[config.mk]
export PLATFORM = sky130hd
export DESIGN_NAME = stencil_window_shifter
export DESIGN_NICKNAME = d
export VERILOG_FILES = /design/src/rtl/stencil_pkg.sv /design/src/rtl/stencil_win_fifo.sv /design/src/rtl/stencil_window_shifter.sv
export SDC_FILE = /design/constraint.sdc
export NUM_CORES = 1
export LEC_CHECK = 0
export ABC_AREA = 1
export CAP_MARGIN = 25
export CORE_MARGIN = 3
export CORE_UTILIZATION = 55
export DETAILED_ROUTE_END_ITERATION = 7
export HOLD_SLACK_MARGIN = 0.12
export PLACE_DENSITY = 0.75
export SLEW_MARGIN = 20
export SYNTH_ARGS = -nofsm -noshare
export SYNTH_HDL_FRONTEND = slang
export SYNTH_SLANG_ARGS = --single-unit
export TNS_END_PERCENT = 30
[constraint.sdc]
create_clock -name clk -period 1.6 [get_ports clk]
set_input_delay 0.32 -clock clk [delete_from_list [all_inputs] [get_ports clk]]
set_output_delay 0.32 -clock clk [all_outputs]
set_load 0.02 [all_outputs]
[src/rtl/stencil_pkg.sv]
// Shared state type and default geometry for the stencil window shifter.
package stencil_pkg;

   typedef enum logic {
      FILL   = 1'b0,
      STREAM = 1'b1
   } win_state_t;

   localparam int unsigned DEF_COL_H      = 5;
   localparam int unsigned DEF_PIX_W      = 1;
   localparam int unsigned DEF_WIN_W      = 3;
   localparam int unsigned DEF_IMG_COLS   = 16;
   localparam int unsigned DEF_FIFO_DEPTH = 2;

   localparam int unsigned COL_BITS = DEF_COL_H * DEF_PIX_W;
   localparam int unsigned WIN_BITS = DEF_WIN_W * COL_BITS;

   function automatic int unsigned cnt_width(input int unsigned n);
      return (n < 2) ? 1 : $clog2(n);
   endfunction

endpackage

[src/rtl/stencil_win_fifo.sv]
// Generic valid/ready FIFO (power-of-2 depth) holding {last, window} entries; no bypass.
module stencil_win_fifo
#(
   parameter int unsigned WIDTH = 16,
   parameter int unsigned DEPTH = 2
)(
   input  logic             clk,
   input  logic             rst_n,
   input  logic             push,
   input  logic [WIDTH-1:0] push_data,
   input  logic             pop,
   output logic [WIDTH-1:0] pop_data,
   output logic             full,
   output logic             empty
);

   localparam int unsigned AW = $clog2(DEPTH);

   logic [DEPTH-1:0][WIDTH-1:0] r_mem;
   logic [AW:0]                 r_wr_ptr;
   logic [AW:0]                 r_rd_ptr;
   logic                        w_do_push;
   logic                        w_do_pop;

   assign w_do_pop  = pop & ~empty;
   assign w_do_push = push & (~full | w_do_pop);

   always_ff @(posedge clk or negedge rst_n) begin
      if (!rst_n) begin
         r_mem    <= '0;
         r_wr_ptr <= '0;
         r_rd_ptr <= '0;
      end else begin
         if (w_do_push) begin
            r_mem[r_wr_ptr[AW-1:0]] <= push_data;
            r_wr_ptr                <= r_wr_ptr + 1'b1;
         end
         if (w_do_pop) begin
            r_rd_ptr <= r_rd_ptr + 1'b1;
         end
      end
   end

   // Extra wrap bit on each pointer separates full from empty.
   assign empty    = (r_wr_ptr == r_rd_ptr);
   assign full     = (r_wr_ptr[AW] != r_rd_ptr[AW]) &&
                     (r_wr_ptr[AW-1:0] == r_rd_ptr[AW-1:0]);
   assign pop_data = r_mem[r_rd_ptr[AW-1:0]];

endmodule

[src/rtl/stencil_window_shifter.sv]
// Sliding COL_H x WIN_W column window per image row, emitted through a valid/ready FIFO.
// Optional win_count/drop_count statistics when STENCIL_WIN_STATS_EN is defined.
module stencil_window_shifter
   import stencil_pkg::*;
#(
   parameter int unsigned COL_H      = DEF_COL_H,
   parameter int unsigned PIX_W      = DEF_PIX_W,
   parameter int unsigned WIN_W      = DEF_WIN_W,
   parameter int unsigned IMG_COLS   = DEF_IMG_COLS,
   parameter int unsigned FIFO_DEPTH = DEF_FIFO_DEPTH
)(
   input  logic                           clk,
   input  logic                           rst_n,
   input  logic [COL_H*PIX_W-1:0]         col_pixels,
   input  logic                           col_valid,
   output logic [WIN_W*COL_H*PIX_W-1:0]   win_data,
   output logic                           win_last,
   output logic                           win_valid,
   input  logic                           win_ready,
   output logic                           overflow,
`ifdef STENCIL_WIN_STATS_EN
   output logic [15:0]                    win_count,
   output logic [15:0]                    drop_count,
`endif
   input  logic                           clr_overflow
);

   localparam int unsigned L_COL_BITS = COL_H * PIX_W;
   localparam int unsigned L_WIN_BITS = WIN_W * L_COL_BITS;
   localparam int unsigned CNT_W      = cnt_width(IMG_COLS);
   // A one-column window never needs priming, so it lives in STREAM permanently.
   localparam win_state_t RST_STATE   = (WIN_W == 1) ? STREAM : FILL;

   logic [WIN_W-1:0][L_COL_BITS-1:0] r_shift;
   logic [WIN_W-1:0][L_COL_BITS-1:0] w_shift_nxt;
   logic [CNT_W-1:0]                 r_col_cnt;
   win_state_t                       r_state;
   win_state_t                       w_state_nxt;
   logic                             w_produce;
   logic                             w_last_col;
   logic                             w_fill_done;
   logic                             w_push;
   logic                             w_pop;
   logic                             w_drop;
   logic                             w_full;
   logic                             w_empty;
   logic [L_WIN_BITS:0]              w_head;
   logic                             r_overflow;

   generate
      if (WIN_W == 1) begin : g_single
         assign w_shift_nxt = col_pixels;
      end else begin : g_multi
         assign w_shift_nxt = {col_pixels, r_shift[WIN_W-1:1]};
      end
   endgenerate

   assign w_last_col  = (r_col_cnt == CNT_W'(IMG_COLS - 1));
   assign w_fill_done = (WIN_W >= 2) && (r_col_cnt == CNT_W'(WIN_W - 2));

   always_ff @(posedge clk or negedge rst_n) begin
      if (!rst_n) begin
         r_shift   <= '0;
         r_col_cnt <= '0;
         r_state   <= RST_STATE;
      end else begin
         r_state <= w_state_nxt;
         if (col_valid) begin
            r_shift   <= w_shift_nxt;
            r_col_cnt <= w_last_col ? '0 : r_col_cnt + 1'b1;
         end
      end
   end

   always_comb begin
      w_state_nxt = r_state;
      w_produce   = 1'b0;
      unique case (r_state)
         FILL: begin
            if (col_valid && w_fill_done) w_state_nxt = STREAM;
         end
         STREAM: begin
            w_produce = col_valid;
            if (col_valid && w_last_col && (WIN_W != 1)) w_state_nxt = FILL;
         end
         default: w_state_nxt = RST_STATE;
      endcase
   end

   assign w_pop  = win_valid & win_ready;
   assign w_push = w_produce & (~w_full | w_pop);
   assign w_drop = w_produce & w_full & ~w_pop;

   stencil_win_fifo #(
      .WIDTH (L_WIN_BITS + 1),
      .DEPTH (FIFO_DEPTH)
   ) u_fifo (
      .clk       (clk),
      .rst_n     (rst_n),
      .push      (w_push),
      .push_data ({w_last_col, w_shift_nxt}),
      .pop       (w_pop),
      .pop_data  (w_head),
      .full      (w_full),
      .empty     (w_empty)
   );

   assign {win_last, win_data} = w_head;
   assign win_valid            = ~w_empty;

   always_ff @(posedge clk or negedge rst_n) begin
      if (!rst_n) begin
         r_overflow <= 1'b0;
      end else if (w_drop) begin
         r_overflow <= 1'b1;
      end else if (clr_overflow) begin
         r_overflow <= 1'b0;
      end
   end

   assign overflow = r_overflow;

`ifdef STENCIL_WIN_STATS_EN
   logic [15:0] r_win_count;
   logic [15:0] r_drop_count;

   always_ff @(posedge clk or negedge rst_n) begin
      if (!rst_n) begin
         r_win_count  <= '0;
         r_drop_count <= '0;
      end else if (clr_overflow) begin
         r_win_count  <= '0;
         r_drop_count <= '0;
      end else begin
         if (w_push && (r_win_count != '1))  r_win_count  <= r_win_count + 1'b1;
         if (w_drop && (r_drop_count != '1)) r_drop_count <= r_drop_count + 1'b1;
      end
   end

   assign win_count  = r_win_count;
   assign drop_count = r_drop_count;
`endif

endmodule

**Yosys cells after proc, flatten, opt, wreduce, memory -nomap -nowiden**

Cells that the tools add are included.

- Register bits after elaboration: 52
- Logic and storage cells: 49
- Input bits: 10
- Output and inout port bits: 18

- Bitwise operators: 12
- $add $sub $neg: 3
- $lt $le $gt $ge: 3
- Reduce and logical (&&, ||, !) cells: 5
- Equality and inequality tests: 5
- Muxes and demuxes: 12

Operators by type and width:

| operator | count |
|---|---|
| two-way mux 16 bit | 3 |
| bitwise mux 32 bit | 1 |
| demux 16 bit (select 1 bit) | 1 |
| AND 1 bit | 6 |
| two-way mux 1 bit | 5 |
| adder 2 x 1 -> 2 bit, second input constant | 2 |
| adder 4 x 1 -> 4 bit, second input constant | 1 |
| == test 4 x 1 -> 1 bit, second input constant | 1 |
| == test 4 bit, second input constant | 1 |
| logical AND 1 bit | 4 |
| less-than comparator 1 x 2 -> 1 bit, second input constant | 2 |
| two-way mux 4 bit | 1 |
| inverter 1 bit | 4 |
| == test 2 bit | 1 |
| OR 1 bit | 2 |
| case mux 1 bit (2 select lines) | 1 |
| nonzero test 2 bit | 1 |
| == test 1 bit | 1 |
| greater-or-equal comparator 1 bit, second input constant | 1 |
| != test 1 bit | 1 |

**Depth between registers and ports, before layout**

- Depth after elaboration: 6
- Gate-level depth with buffers: 8
- Depth with buffers taken out: 7

**Cells and area by module**

From an unflattened synthesis, not the netlist that was laid out.

- Cells, all modules: 309
- Area total of the unflattened synthesis: 2512.4 um^2

By module, submodules not included:

| module | area each (um^2) | sequential area each (um^2) | cells each | times used |
|---|---|---|---|---|
| stencil_win_fifo | 1781.7 | 900.9 | 226 | 1 |
| stencil_window_shifter | 730.7 | 400.4 | 83 | 1 |

**Worst setup path after synthesis**

No wires, ideal clock.

- Path kind: register to output
- Start point: reg u_fifo.r_rd_ptr[0]
- End point: out win_data[0]
- Stages on the path, launching flop included: 5
- Data required time: 1280 ps
- Path slack: 230 ps
- Data arrival time: 1050 ps
- Path buffers: 1
- Path through: dfrtp_1 -> bufinv_8 -> clkbuf_1 -> nand2_1 -> nand2_1

- Word-level cells in the longest chain between the ends: 2

RTL lines:

| item | line | source |
|---|---|---|
| from (decl) | stencil_win_fifo.sv:21 | `logic [AW:0] r_rd_ptr;` |
| from (signal assigned) | stencil_win_fifo.sv:39 | `r_rd_ptr <= r_rd_ptr + 1'b1;` |
| two-way mux 16 bit (not written as such) (2 in a row) | stencil_win_fifo.sv:48 | `assign pop_data = r_mem[r_rd_ptr[AW-1:0]];` |
| to (decl) | stencil_window_shifter.sv:16 | `output logic [WIN_W*COL_H*PIX_W-1:0] win_data,` |

Every way passes these cells. The select of a mux whose other input is x is not followed.

**Worst setup path after layout**

- Start point: reg u_fifo.r_rd_ptr[0]
- End point: out win_valid

- Word-level cells in the longest chain between the ends: 2

RTL lines:

| item | line | source |
|---|---|---|
| == test 2 bit | stencil_win_fifo.sv:45 | `assign empty = (r_wr_ptr == r_rd_ptr);` |
| inverter 1 bit | stencil_window_shifter.sv:109 | `assign win_valid = ~w_empty;` |
| to (decl) | stencil_window_shifter.sv:18 | `output logic win_valid,` |

Every way passes these cells.

==> flow_metrics.env <==
export IMPL_synth_nets=305
export IMPL_syn_to_final_growth_pct=18.3
export IMPL_place_hpwl_um=3680
export IMPL_drive_gt1_share_pct=19.9
export IMPL_seq_power_share_pct=38.5
export IMPL_synth_cell_types=20
export IMPL_crit_path_start_kind="flip-flop"
export IMPL_num_rows=23
export IMPL_setup_viol=0
export IMPL_num_antenna_cells=0
export IMPL_dpl_instance_area_um2=2870
export IMPL_cap_viol_max_count=0
export IMPL_arrival_ns=1.28
export IMPL_synth_top_cell_area_share_pct=52.6
export IMPL_routed_via_density=5.41
export IMPL_rsz0062_at_grt="yes"
export IMPL_tritoncts="done"
export IMPL_synth_cells=293
export IMPL_worst_pin_slew_ns=0.367
export IMPL_ys_seq_area_share_pct=52.6
export IMPL_grtUsageTotal_pct=21.8
export IMPL_netSwitchingFraction_pct=44.2
export IMPL_synth_most_common_cell="nand2_1"
export IMPL_status="complete, no violations"
export IMPL_port_buffers=27
export IMPL_cp_end_kind="output pin"
export IMPL_crit_path_cell_trace="buf_6 > nand2_2 > nand2_4 > nand3_1 > buf_6"
export IMPL_synth_top_area_cell="dfrtp_1"
export IMPL_synthTopCellsByArea="dfrtp_1 53%, nand2_1 20%, nand4_1 8.6%"
export IMPL_clk_pin_slew_ns=0.10
export IMPL_slew_violations=0
export IMPL_fin_area_um2=2920
export IMPL_h_tree_depth=2
export IMPL_critical_path_class="flip-flop to output pin"
export IMPL_synthArstFlopShare_pct=100
export IMPL_crit_slowest_cell="dfrtp_2"
export IMPL_ir_worst_vdd_mv=0.798
export IMPL_slowest_delay_ns=0.46
export IMPL_max_slew_margin_pct=75.6
export IMPL_drt_pass1_iterations=4
export IMPL_intPower_uw=3110
export IMPL_finalHoldViolations=0
export IMPL_hp_class="primary input to asynchronous set/reset pin"
export IMPL_p_clk_share_pct=13.6
export IMPL_critPathMostFrequentCell="buf_6"
export IMPL_pre_cts_slack_ns=-0.104
export IMPL_ff_latch_area_um2=1300
export IMPL_fmax_mhz=625
export IMPL_syn_area_per_cell_um2=8.44
export IMPL_skew_ns=0.00985
export IMPL_die_area_um2=5340
export IMPL_p_switching_uw=2460
export IMPL_grt_max_degree=38
export IMPL_synthTopCellsByCount="129 x nand2_1, 52 x dfrtp_1, 34 x nand4_1"
export IMPL_nets=342
export IMPL_overflow=0
export IMPL_drtIter0Drc=113
export IMPL_grt_first_pass_wirelength_um=9050
export IMPL_io_pins=28
export IMPL_wirelength_um=5420
export IMPL_required_ns=1.28
export IMPL_drtAntennaViolNets=0
export IMPL_numCtsBuffers=5
export IMPL_antenna_found_initial=0
export IMPL_fin_ws_ns=0.00101
export IMPL_leakagePower_uw=0.00158
export IMPL_syn_cell_area_um2=2470
export IMPL_fin_crit_sh_pct=99.9
export IMPL_layout_min_cycle_time_ns=1.60
export IMPL_fillCellCount=354
export IMPL_pwr_share_comb_pct=47.9
export IMPL_ys_ff_latch=52
export IMPL_initial_core_util_pct=59.3
export IMPL_core_um2=4170
export IMPL_root_buffer="clkbuf_8"
export IMPL_gp_congestion=0.805
export IMPL_cts_num_sinks=52
export IMPL_powerDensity_nw_per_um2=1900
export IMPL_multiInputGateArea_um2=1010
export IMPL_synth_main_ff_cell="dfrtp_1"
export IMPL_die_x_um=73.0
export IMPL_die_h_um=73.0
export IMPL_clkLatencyLatePin_ns=0.31
export IMPL_wl_per_cell_um=14.2
export IMPL_cts_path_max_buffers=2
export IMPL_synth_warnings=0
export IMPL_cp_max_fo=5
export IMPL_synth_edf_count=0
export IMPL_vias=2061
export IMPL_grt_pass1_vias=2008
export IMPL_drc=0
flip-flops by register name, summed over array words and instances (netlist names):
register / count
u_fifo.r_mem: 32
u_fifo.r_wr_ptr: 2
r_col_cnt: 4
overflow: 1
u_fifo.r_rd_ptr: 2
r_state: 1
r_shift: 10
power by group through the flow:
stage / clock [uW] / combinational (uW) / sequential [uW]
after global placement: 0 / 2780 / 2120
after global routing: 813 / 2960 / 2200
after floorplan: 0 / 1810 / 2070
final: 755 / 2670 / 2140
after CTS: 767 / 2600 / 2140
after detailed placement: 0 / 2840 / 2140
path summary, 6_finish.rpt:
path,startpoint,to,slack [ns],cells past startpoint
worst max-delay path,u_fifo.r_rd_ptr[0]$_DFFE_PN0P_,win_valid,0.001,5
worst min-delay path,rst_n,u_fifo.r_mem[10]$_DFFE_PN0P_,0.44,2
worst max register to register,u_fifo.r_rd_ptr[0]$_DFFE_PN0P_,u_fifo.r_mem[24]$_DFFE_PN0P_,0.03,8
worst min register to register,u_fifo.r_mem[28]$_DFFE_PN0P_,u_fifo.r_mem[28]$_DFFE_PN0P_,0.48,2
max in group asynchronous,rst_n,u_fifo.r_rd_ptr[0]$_DFFE_PN0P_,0.62,3
min in group clk,u_fifo.r_mem[28]$_DFFE_PN0P_,u_fifo.r_mem[28]$_DFFE_PN0P_,0.48,2
through the flow:
stage	total power (uW)	hold WS (ns)	std cells	setup TNS (ns)	utilization, %
floorplan	3880	0.0244	293	0	-
global placement	4900	0.254	371	-1.05	68.7
detailed placement	4980	0.255	371	-1.40	68.7
CTS	5510	0.448	380	-0.0355	69.2
global route	5970	0.472	381	-0.580	70.1
finish	5570	0.442	381	0	70.1
cell usage in the layout (no fill, tap or decap):
master           synthesis  layout
buf_12                   0       2
buf_4                    2      17
inv_8                    0       1
nand3_1                  7       7
o21ai_0                 15      15
buf_8                    0       1
inv_6                    0       1
nand3_4                  3       4
buf_6                    2       2
dfrtp_2                  0       1
clkdlybuf4s50_1          0       8
nand2_1                129     129
o21ai_1                  1       1
dfrtp_1                 52      51
clkbuf_8                 0       5
o22ai_1                  1       1
clkinv_2                 1       2
dlymetal6s2s_1           0       1
ha_1                     2       2
nand4_1                 34      34
nand2_2                 11      11
nand2_4                  2       2
dlygate4sd3_1            0       1
inv_2                    2       2
buf_2                    5      14
xnor2_1                  1       1
inv_1                   14      14
clkinv_4                 0       1
what timing repair did:
item / in CTS / in global routing
buffers inserted: 0 / 0
endpoints found under the setup margin: 17 / 35
hold buffers: 1 / 0
resized for setup: 73 / 7
gates cloned: 0 / 1
hold endpoints to repair: 15 / 0
critical path: cells and delay by family, from the launching register on:
| family | cells | cell delay, ns |
|---|---|---|
| flip-flops | 1 | 0.46 |
| buffers and inverters | 2 | 0.29 |
| AND/OR/NAND/NOR | 3 | 0.22 |
routing by layer:
layer  vias to the layer above  routed length, um  global-route usage (%)
met5                         -                  0                       0
met4                         0                 70                    8.20
met3                         6                234                    3.44
met2                        42               2730                    37.4
met1                       979               2390                    27.6
li1                       1034                  -                       -
kinds of logic after synthesis:
kind of cell	share of synthesized area, %
adder cells (fa/ha/maj)	1.01
XOR/XNOR	0.354
AND/OR/NAND/NOR	35.4
buffers and inverters	7.08
AO/OA/AOI/OAI	3.49
flip-flops	52.6
cell type report:
type | count | share of cell area, %
Tap cell | 50 | 2.14
Sequential cell | 52 | 44.5
Timing Repair Buffer | 46 | 12.9
Clock inverter | 3 | 0.770
Inverter | 18 | 2.61
Clock buffer | 5 | 2.35
Multi-Input combinational cell | 207 | 34.7
Power figures use the tool's default switching activity.
